### src/rtl/li_expander_if.sv
// Request/response bundle for the li pseudo-instruction expander.
// The producer/consumer side uses master; the expander uses slave.
interface li_expander_if;
  logic        in_valid;
  logic        in_ready;
  logic [31:0] in_value;
  logic [4:0]  in_rt;
  logic        out_valid;
  logic        out_ready;
  logic [31:0] out_instr;
  logic        out_last;

  modport master (
    output in_valid, in_value, in_rt, out_ready,
    input  in_ready, out_valid, out_instr, out_last
  );

  modport slave (
    input  in_valid, in_value, in_rt, out_ready,
    output in_ready, out_valid, out_instr, out_last
  );
endinterface

### src/rtl/li_expander.sv
// Expands "li rt, value" into LUI/ORI instruction words streamed over valid/ready.
// The output registers always hold the word of the current state, so outputs are registered.
module li_expander #(
  parameter int OPT_SHORT = 1
) (
  input  logic         clk,
  input  logic         rst_n,
  li_expander_if.slave bus
);

  typedef enum logic [1:0] {
    IDLE     = 2'd0,
    EMIT_LUI = 2'd1,
    EMIT_ORI = 2'd2
  } state_e;

  state_e      state_q, state_d;
  logic [15:0] lo_q, lo_d;
  logic [4:0]  rt_q, rt_d;
  logic        out_valid_q, out_valid_d;
  logic [31:0] out_instr_q, out_instr_d;
  logic        out_last_q, out_last_d;
  logic        in_ready_q;
  logic        accept_s;
  logic [15:0] in_hi_s;
  logic [15:0] in_lo_s;

  function automatic logic [31:0] enc_lui(input logic [4:0] rt, input logic [15:0] hi);
    return {6'b001111, 5'd0, rt, hi};
  endfunction

  function automatic logic [31:0] enc_ori(input logic [4:0] rs, input logic [4:0] rt,
                                          input logic [15:0] lo);
    return {6'b001101, rs, rt, lo};
  endfunction

  assign in_hi_s  = bus.in_value[31:16];
  assign in_lo_s  = bus.in_value[15:0];
  assign accept_s = bus.in_valid && in_ready_q;

  // Next-state and next-output selection
  always_comb begin
    state_d     = state_q;
    lo_d        = lo_q;
    rt_d        = rt_q;
    out_valid_d = out_valid_q;
    out_instr_d = out_instr_q;
    out_last_d  = out_last_q;
    case (state_q)
      IDLE: begin
        if (accept_s) begin
          lo_d        = in_lo_s;
          rt_d        = bus.in_rt;
          out_valid_d = 1'b1;
          if ((OPT_SHORT != 0) && (in_hi_s == 16'h0000)) begin
            // Short ORI form uses $0 as source so the upper half is cleared
            state_d     = EMIT_ORI;
            out_instr_d = enc_ori(5'd0, bus.in_rt, in_lo_s);
            out_last_d  = 1'b1;
          end else begin
            state_d     = EMIT_LUI;
            out_instr_d = enc_lui(bus.in_rt, in_hi_s);
            out_last_d  = (OPT_SHORT != 0) && (in_lo_s == 16'h0000);
          end
        end else begin
          state_d     = IDLE;
          out_valid_d = 1'b0;
        end
      end
      EMIT_LUI: begin
        if (bus.out_ready) begin
          if (out_last_q) begin
            state_d     = IDLE;
            out_valid_d = 1'b0;
            out_instr_d = 32'h0000_0000;
            out_last_d  = 1'b0;
          end else begin
            state_d     = EMIT_ORI;
            out_instr_d = enc_ori(rt_q, rt_q, lo_q);
            out_last_d  = 1'b1;
          end
        end else begin
          state_d = EMIT_LUI;
        end
      end
      EMIT_ORI: begin
        if (bus.out_ready) begin
          state_d     = IDLE;
          out_valid_d = 1'b0;
          out_instr_d = 32'h0000_0000;
          out_last_d  = 1'b0;
        end else begin
          state_d = EMIT_ORI;
        end
      end
      default: begin
        state_d     = IDLE;
        out_valid_d = 1'b0;
        out_instr_d = 32'h0000_0000;
        out_last_d  = 1'b0;
      end
    endcase
  end

  // State, captured operands and output registers
  always_ff @(posedge clk) begin
    if (!rst_n) begin
      state_q     <= IDLE;
      lo_q        <= 16'h0000;
      rt_q        <= 5'd0;
      out_valid_q <= 1'b0;
      out_instr_q <= 32'h0000_0000;
      out_last_q  <= 1'b0;
      in_ready_q  <= 1'b0;
    end else begin
      state_q     <= state_d;
      lo_q        <= lo_d;
      rt_q        <= rt_d;
      out_valid_q <= out_valid_d;
      out_instr_q <= out_instr_d;
      out_last_q  <= out_last_d;
      in_ready_q  <= (state_d == IDLE);
    end
  end

  assign bus.in_ready  = in_ready_q;
  assign bus.out_valid = out_valid_q;
  assign bus.out_instr = out_instr_q;
  assign bus.out_last  = out_last_q;

endmodule
### src/flat_wrapper.sv
// flat-port wrapper written by rule: the top's interface ports become plain ports
module li_expander_flat 
#(
  parameter int OPT_SHORT = 1
)
  (clk, rst_n, bus_in_valid, bus_in_value, bus_in_rt, bus_out_ready, bus_in_ready, bus_out_valid, bus_out_instr, bus_out_last);
  li_expander_if bus_i ();
  input  logic clk;
  input  logic rst_n;
  input wire logic [$bits(bus_i.in_valid)-1:0] bus_in_valid;
  input wire logic [$bits(bus_i.in_value)-1:0] bus_in_value;
  input wire logic [$bits(bus_i.in_rt)-1:0] bus_in_rt;
  input wire logic [$bits(bus_i.out_ready)-1:0] bus_out_ready;
  output wire logic [$bits(bus_i.in_ready)-1:0] bus_in_ready;
  output wire logic [$bits(bus_i.out_valid)-1:0] bus_out_valid;
  output wire logic [$bits(bus_i.out_instr)-1:0] bus_out_instr;
  output wire logic [$bits(bus_i.out_last)-1:0] bus_out_last;
  assign bus_i.in_valid = bus_in_valid;
  assign bus_i.in_value = bus_in_value;
  assign bus_i.in_rt = bus_in_rt;
  assign bus_i.out_ready = bus_out_ready;
  assign bus_in_ready = bus_i.in_ready;
  assign bus_out_valid = bus_i.out_valid;
  assign bus_out_instr = bus_i.out_instr;
  assign bus_out_last = bus_i.out_last;
  li_expander #(.OPT_SHORT(OPT_SHORT)) u_core (.clk(clk), .rst_n(rst_n), .bus(bus_i));
endmodule
### config.mk
export PLATFORM = sky130hd
export DESIGN_NAME = li_expander_flat
export DESIGN_NICKNAME = d
export VERILOG_FILES = /design/src/rtl/li_expander_if.sv /design/src/rtl/li_expander.sv /design/src/flat_wrapper.sv
export SDC_FILE = /design/constraint.sdc
export NUM_CORES = 1
export LEC_CHECK = 0
export BUFFER_PORTS_ARGS = -buffer_cell sky130_fd_sc_hd__buf_2
export CORE_ASPECT_RATIO = 0.9
export CORE_MARGIN = 4
export CORE_UTILIZATION = 30
export CTS_CLUSTER_SIZE = 25
export DETAILED_ROUTE_END_ITERATION = 16
export PLACE_DENSITY_LB_ADDON = 0.12
export SLEW_MARGIN = 40
export SYNTH_ARGS = -nofsm -noshare
export SYNTH_HDL_FRONTEND = slang
export SYNTH_SLANG_ARGS = --single-unit
export TNS_END_PERCENT = 30
### constraint.sdc
create_clock -name clk -period 1.67 [get_ports clk]
set_input_delay 0.0835 -clock clk [delete_from_list [all_inputs] [get_ports clk]]
set_output_delay 0.0835 -clock clk [all_outputs]
set_load 0.05 [all_outputs]
### Yosys cells after proc, flatten, opt, wreduce, memory -nomap -nowiden

Index checks and enable logic that the tools add are counted.
Widths: inputs -> output; s select.

| operators by class | value |
|---|---|
| eq/ne operators | 6 |
| multiplexer cells | 22 |
| reduce and logical (&&, ||, !) cells | 8 |

Operators with widths:

| cell | count |
|---|---|
| $mux 32 | 3 |
| $pmux 32 s3 | 1 |
| $logic_not 16->1 | 2 |
| $mux 30 | 1 |
| $mux 28 | 1 |
| $mux 2 | 5 |
| $mux 1 | 8 |
| $pmux 1 s3 | 2 |
| $pmux 2 s3 | 1 |
| $reduce_and 3->1 | 2 |
| $logic_not 2->1 | 2 |
| $ne 2x1->1 const B | 2 |
| $ne 2x2->1 const B | 2 |
| $eq 2x1->1 const B | 1 |
| $eq 2x2->1 const B | 1 |
| $reduce_and 2->1 | 1 |
| $logic_and 1x1->1 | 1 |

| storage, ports and cells | value |
|---|---|
| bits in registers | 58 |
| input port bits | 41 |
| output and inout bits | 35 |
| logic and storage cells | 43 |

### Longest topological paths before layout

| depth | value |
|---|---|
| depth after elaboration | 5 |
| depth in mapped cells | 8 |
| mapped depth without buffers | 4 |

### Least setup slack after synthesis

OpenSTA, ideal clock, no wires.

| timing | value |
|---|---|
| kind | register to register |
| from | register u_core.out_last_q, in the netlist u_core.bus.out_last |
| to | register u_core.out_instr_q[6], in the netlist u_core.bus.out_instr[6] |
| library setup time | 0.128 ns |
| arrival | 1.649 ns |
| data required time | 1.542 ns |
| setup slack | -0.106 ns |
| stages on the path, launching flop included | 8 |
| path buffers | 3 |
| clock period less this slack | 1.776 ns |
| cell sequence | dfxtp_1 -> and4bb_1 -> buf_6 -> and2_4 -> buf_6 -> buf_6 -> a32oi_1 -> o21ai_1 |

| between the ends | value |
|---|---|
| longest elaborated chain between the ends | 3 |

Ends and longest elaborated chain:

| element | RTL line | text |
|---|---|---|
| start: declaration | li_expander.sv:22 | `logic out_last_q, out_last_d;` |
| start signal: assignment | li_expander.sv:121 | `out_last_q <= out_last_d;` |
| $mux 30 | li_expander.sv:72 | `if (out_last_q) begin` |
| $mux 32 | li_expander.sv:71 | `if (bus.out_ready) begin` |
| $pmux 32 s3 | li_expander.sv:49 | `case (state_q)` |
| end signal: assignment | li_expander.sv:120 | `out_instr_q <= out_instr_d;` |
| end: declaration | li_expander.sv:21 | `logic [31:0] out_instr_q, out_instr_d;` |

Every way passes these cells. The select of a mux whose other input is x is not followed.
A chain may end at the register's enable or synchronous reset.

### Worst setup path in the final report

| timing | value |
|---|---|
| from | register u_core.state_q[1] |
| to | register u_core.out_last_q, in the netlist u_core.bus.out_last |

| between the ends | value |
|---|---|
| longest elaborated chain between the ends | 3 |
| elaborated cells on any way between the ends | 8 |
| those cells by class | 5 x eq/ne; 1 x mux; 2 x reduce/logical |

Ends and longest elaborated chain:

| element | RTL line | text |
|---|---|---|
| start: declaration | li_expander.sv:17 | `state_e state_q, state_d;` |
| start signal: assignment | li_expander.sv:116 | `state_q <= state_d;` |
| $eq 2x2->1 (tied with other cells) | li_expander.sv:49 |  |
| $ne 2x2->1 (no source line) or $ne 2x1->1 (tied branches) | - |  |
| $reduce_and 3->1 (no source line) | - |  |

Parallel ways exist; a longest one is shown, timed or not.

==> results.ini <==
[outcome]
status=finished clean

[clock_tree]
clk_path_buf_depth=2
tritoncts=built
cts.sinks=54
cts_hold_buf=0
cts-root-buf=clkbuf_8
clkTransAtPathRegs_ns=0.09
insertion_delay_ns=0.31
numCtsBuffers=5
h-tree-depth=2

[critical_path]
start_kind=register
critical-path-max-stage-delay_ns=0.41
r2r_start=u_core.state_q[1]
crit_type=register to register
worstPathMaxFanout=8
r2r_cells=4
crit_slowest_cell=dfxtp_1
cp-end-kind=register
worstPathRequired_ns=1.87
cp_cell_sequence=nor3b_2 -> a21o_1 -> mux2_2 -> o311a_1
r2r-end=u_core.bus.out_last
rrSetupSlack_ns=0.15
critPathArrivalTime_ns=1.72

[timing]
finalSetupViolations=0
finalHoldViolations=0
post-route-min-period_ns=1.52
worst_slack_ns=0.154
drv_slew=0
hold_ws_ns=0.0277
period_share_pct=90.8
rsz0062_at_grt=no
timing.fmax_mhz=660
setup_tns_ns=0
skew_ns=0.00344

[power_and_ir_drop]
p_per_area_nw_per_um2=977
power_mw=2.81
p_leak_nw=1.18
ir_worst_vdd_mv=0.340

[floorplanning]
fp.dieH_um=91.0
row_count=29
core_um2=7260
dieWidth_um=100
die-area_um2=9120
initial_core_util_pct=31.7
io_pins=76

[job]
drv_cap=0

[synth]
synthArstFlopShare_pct=0
synth-edff-count=0
synth_mux_area_share_pct=1.36
ys_ff_latch=54
synth_adder_area_share_pct=0
syn-cell-area_um2=2300
synth-xor-area-share_pct=0
synth_compound_area_share_pct=26.8
ys_seq_area_share_pct=47.1
syn_inst=254
yosys.area_share.simple_pct=17.6
avgSynthCellArea_um2=9.04
synth_flop_cell=dfxtp_1
ys_warn_count=0
yosysUniqueCellTypes=38
synth_top_family_by_area=compound AO/OA/AOI/OAI gates

[cells_and_area]
final_area_um2=2880
multi_input_area_um2=1070
nNetsFinal=368
area_delta_synth_final_pct=25.2
layout_commonest_cell=buf_2
final_util_pct=39.6
fill_cells=773
fin_cells=421
regArea_um2=1080
antenna_cells=0
drive_above_1_share_pct=31.4
final_cell_mix=buf_2, dfxtp_1, nand2_1

[worst_hold_path]
hold_path_class=input port to register
min_path_cells=3
hold_start=bus_in_value[26]
hold-path-endpoint=u_core.bus.out_instr[10]

[routing]
vias=2125
drt_iter0_drc=66
totalWireLength_um=6480
dr.pass1.iters=4
drc=0
post_drt_wl_per_cell_um=15.4
ant_nets=0
via_per_inst=5.05

[global_route]
antenna_found_initial=0
gr-total-overflow=0
grt_pass1_vias=2138
grt_max_degree=32
grt_pass1_wl_um=10900
track_usage_pct=14.8

[place]
numPortBuffers=73
placed_cell_area_um2=2760
gp_congestion=0.838
dp_hpwl_um=4800
dp_cells=413
preCtsSetupSlack_ns=0.0970

-- area by class of cell --
cell class / instances / area share [%]
flip-flops and latches: 54 / 37.6
repair buffers: 90 / 17.3
inverters: 1 / 0.131
clock buffers: 8 / 3.83
multi-input cells: 175 / 37.1
well taps: 93 / 4.05
-- Yosys cell counts (2+ instances only) --
library cell	count	area, um^2
nor4_1	8	50.1
o21ai_1	10	50.1
a21oi_1	19	95.1
and2_1	2	12.5
nand2_1	47	176
a222oi_1	4	40.0
buf_2	5	25.0
dfxtp_1	54	1080
buf_6	5	56.3
a32oi_1	16	140
a21boi_0	22	165
clkbuf_1	9	33.8
a22oi_1	4	30.0
a21boi_1	2	15.0
mux2i_1	2	20.0
o21ai_0	8	40.0
or3_1	2	12.5
nor2b_1	11	68.8
buf_4	5	37.5
-- repair_timing --
| action | CTS | global route |
|---|---|---|
| endpoints found under the hold margin | 0 | 0 |
| gates resized for setup | 0 | 1 |
| setup endpoints to repair | 0 | 3 |
| setup buffers | 0 | 0 |
-- critical path: cells and delay by family, from the launching register on --
family,cells,cell delay (ns)
simple gates,1,0.22
mux,1,0.39
compound gates,2,0.40
flops,1,0.41
-- report_power, final --
part	switching, mW	leakage [nW]	internal [mW]
logic	0.388	0.685	0.180
registers	0.0454	0.440	1.36
clock network	0.417	0.0575	0.419
total	0.850	1.18	1.96
-- flip-flops by register name (all words and copies together) (netlist names) --
signal and cells:
u_core.bus.out_instr 28, u_core.lo_q 16, u_core.rt_q 5, u_core.state_q 2, u_core.bus.in_ready 1, u_core.bus.out_last 1, u_core.bus.out_valid 1
-- cells by family after synthesis --
family	Yosys count
mux	3
flops	54
compound gates	90
buf+inv	26
other cells	1
simple gates	80
-- layer usage --
| metal | GRT usage (%) | up-vias | wire, um |
|---|---|---|---|
| li1 | - | 1063 | - |
| met1 | 22.0 | 991 | 3290 |
| met2 | 21.4 | 63 | 2730 |
| met3 | 3.22 | 8 | 378 |
| met4 | 4.38 | 0 | 81 |
| met5 | 0 | - | 0 |
-- worst max-delay path by stage --
| stage | end | depth (start not counted) | from | slack [ns] |
|---|---|---|---|---|
| 2_1_floorplan | u_core.lo_q[0] | 6 | u_core.bus.in_ready | -0.01 |
| 3_5_place_dp | u_core.bus.out_instr[9] | 6 | bus_in_value[25] | 0.1 |
| 4_1_cts | u_core.bus.out_instr[27] | 5 | u_core.state_q[1] | 0.15 |
| 5_1_grt | u_core.lo_q[9] | 5 | u_core.bus.in_ready | 0.03 |
| 6_report | u_core.bus.out_last | 4 | u_core.state_q[1] | 0.15 |
| 3_3_place_gp | u_core.bus.out_instr[6] | 6 | bus_in_value[25] | 0.05 |
Power figures use the tool's default switching activity.
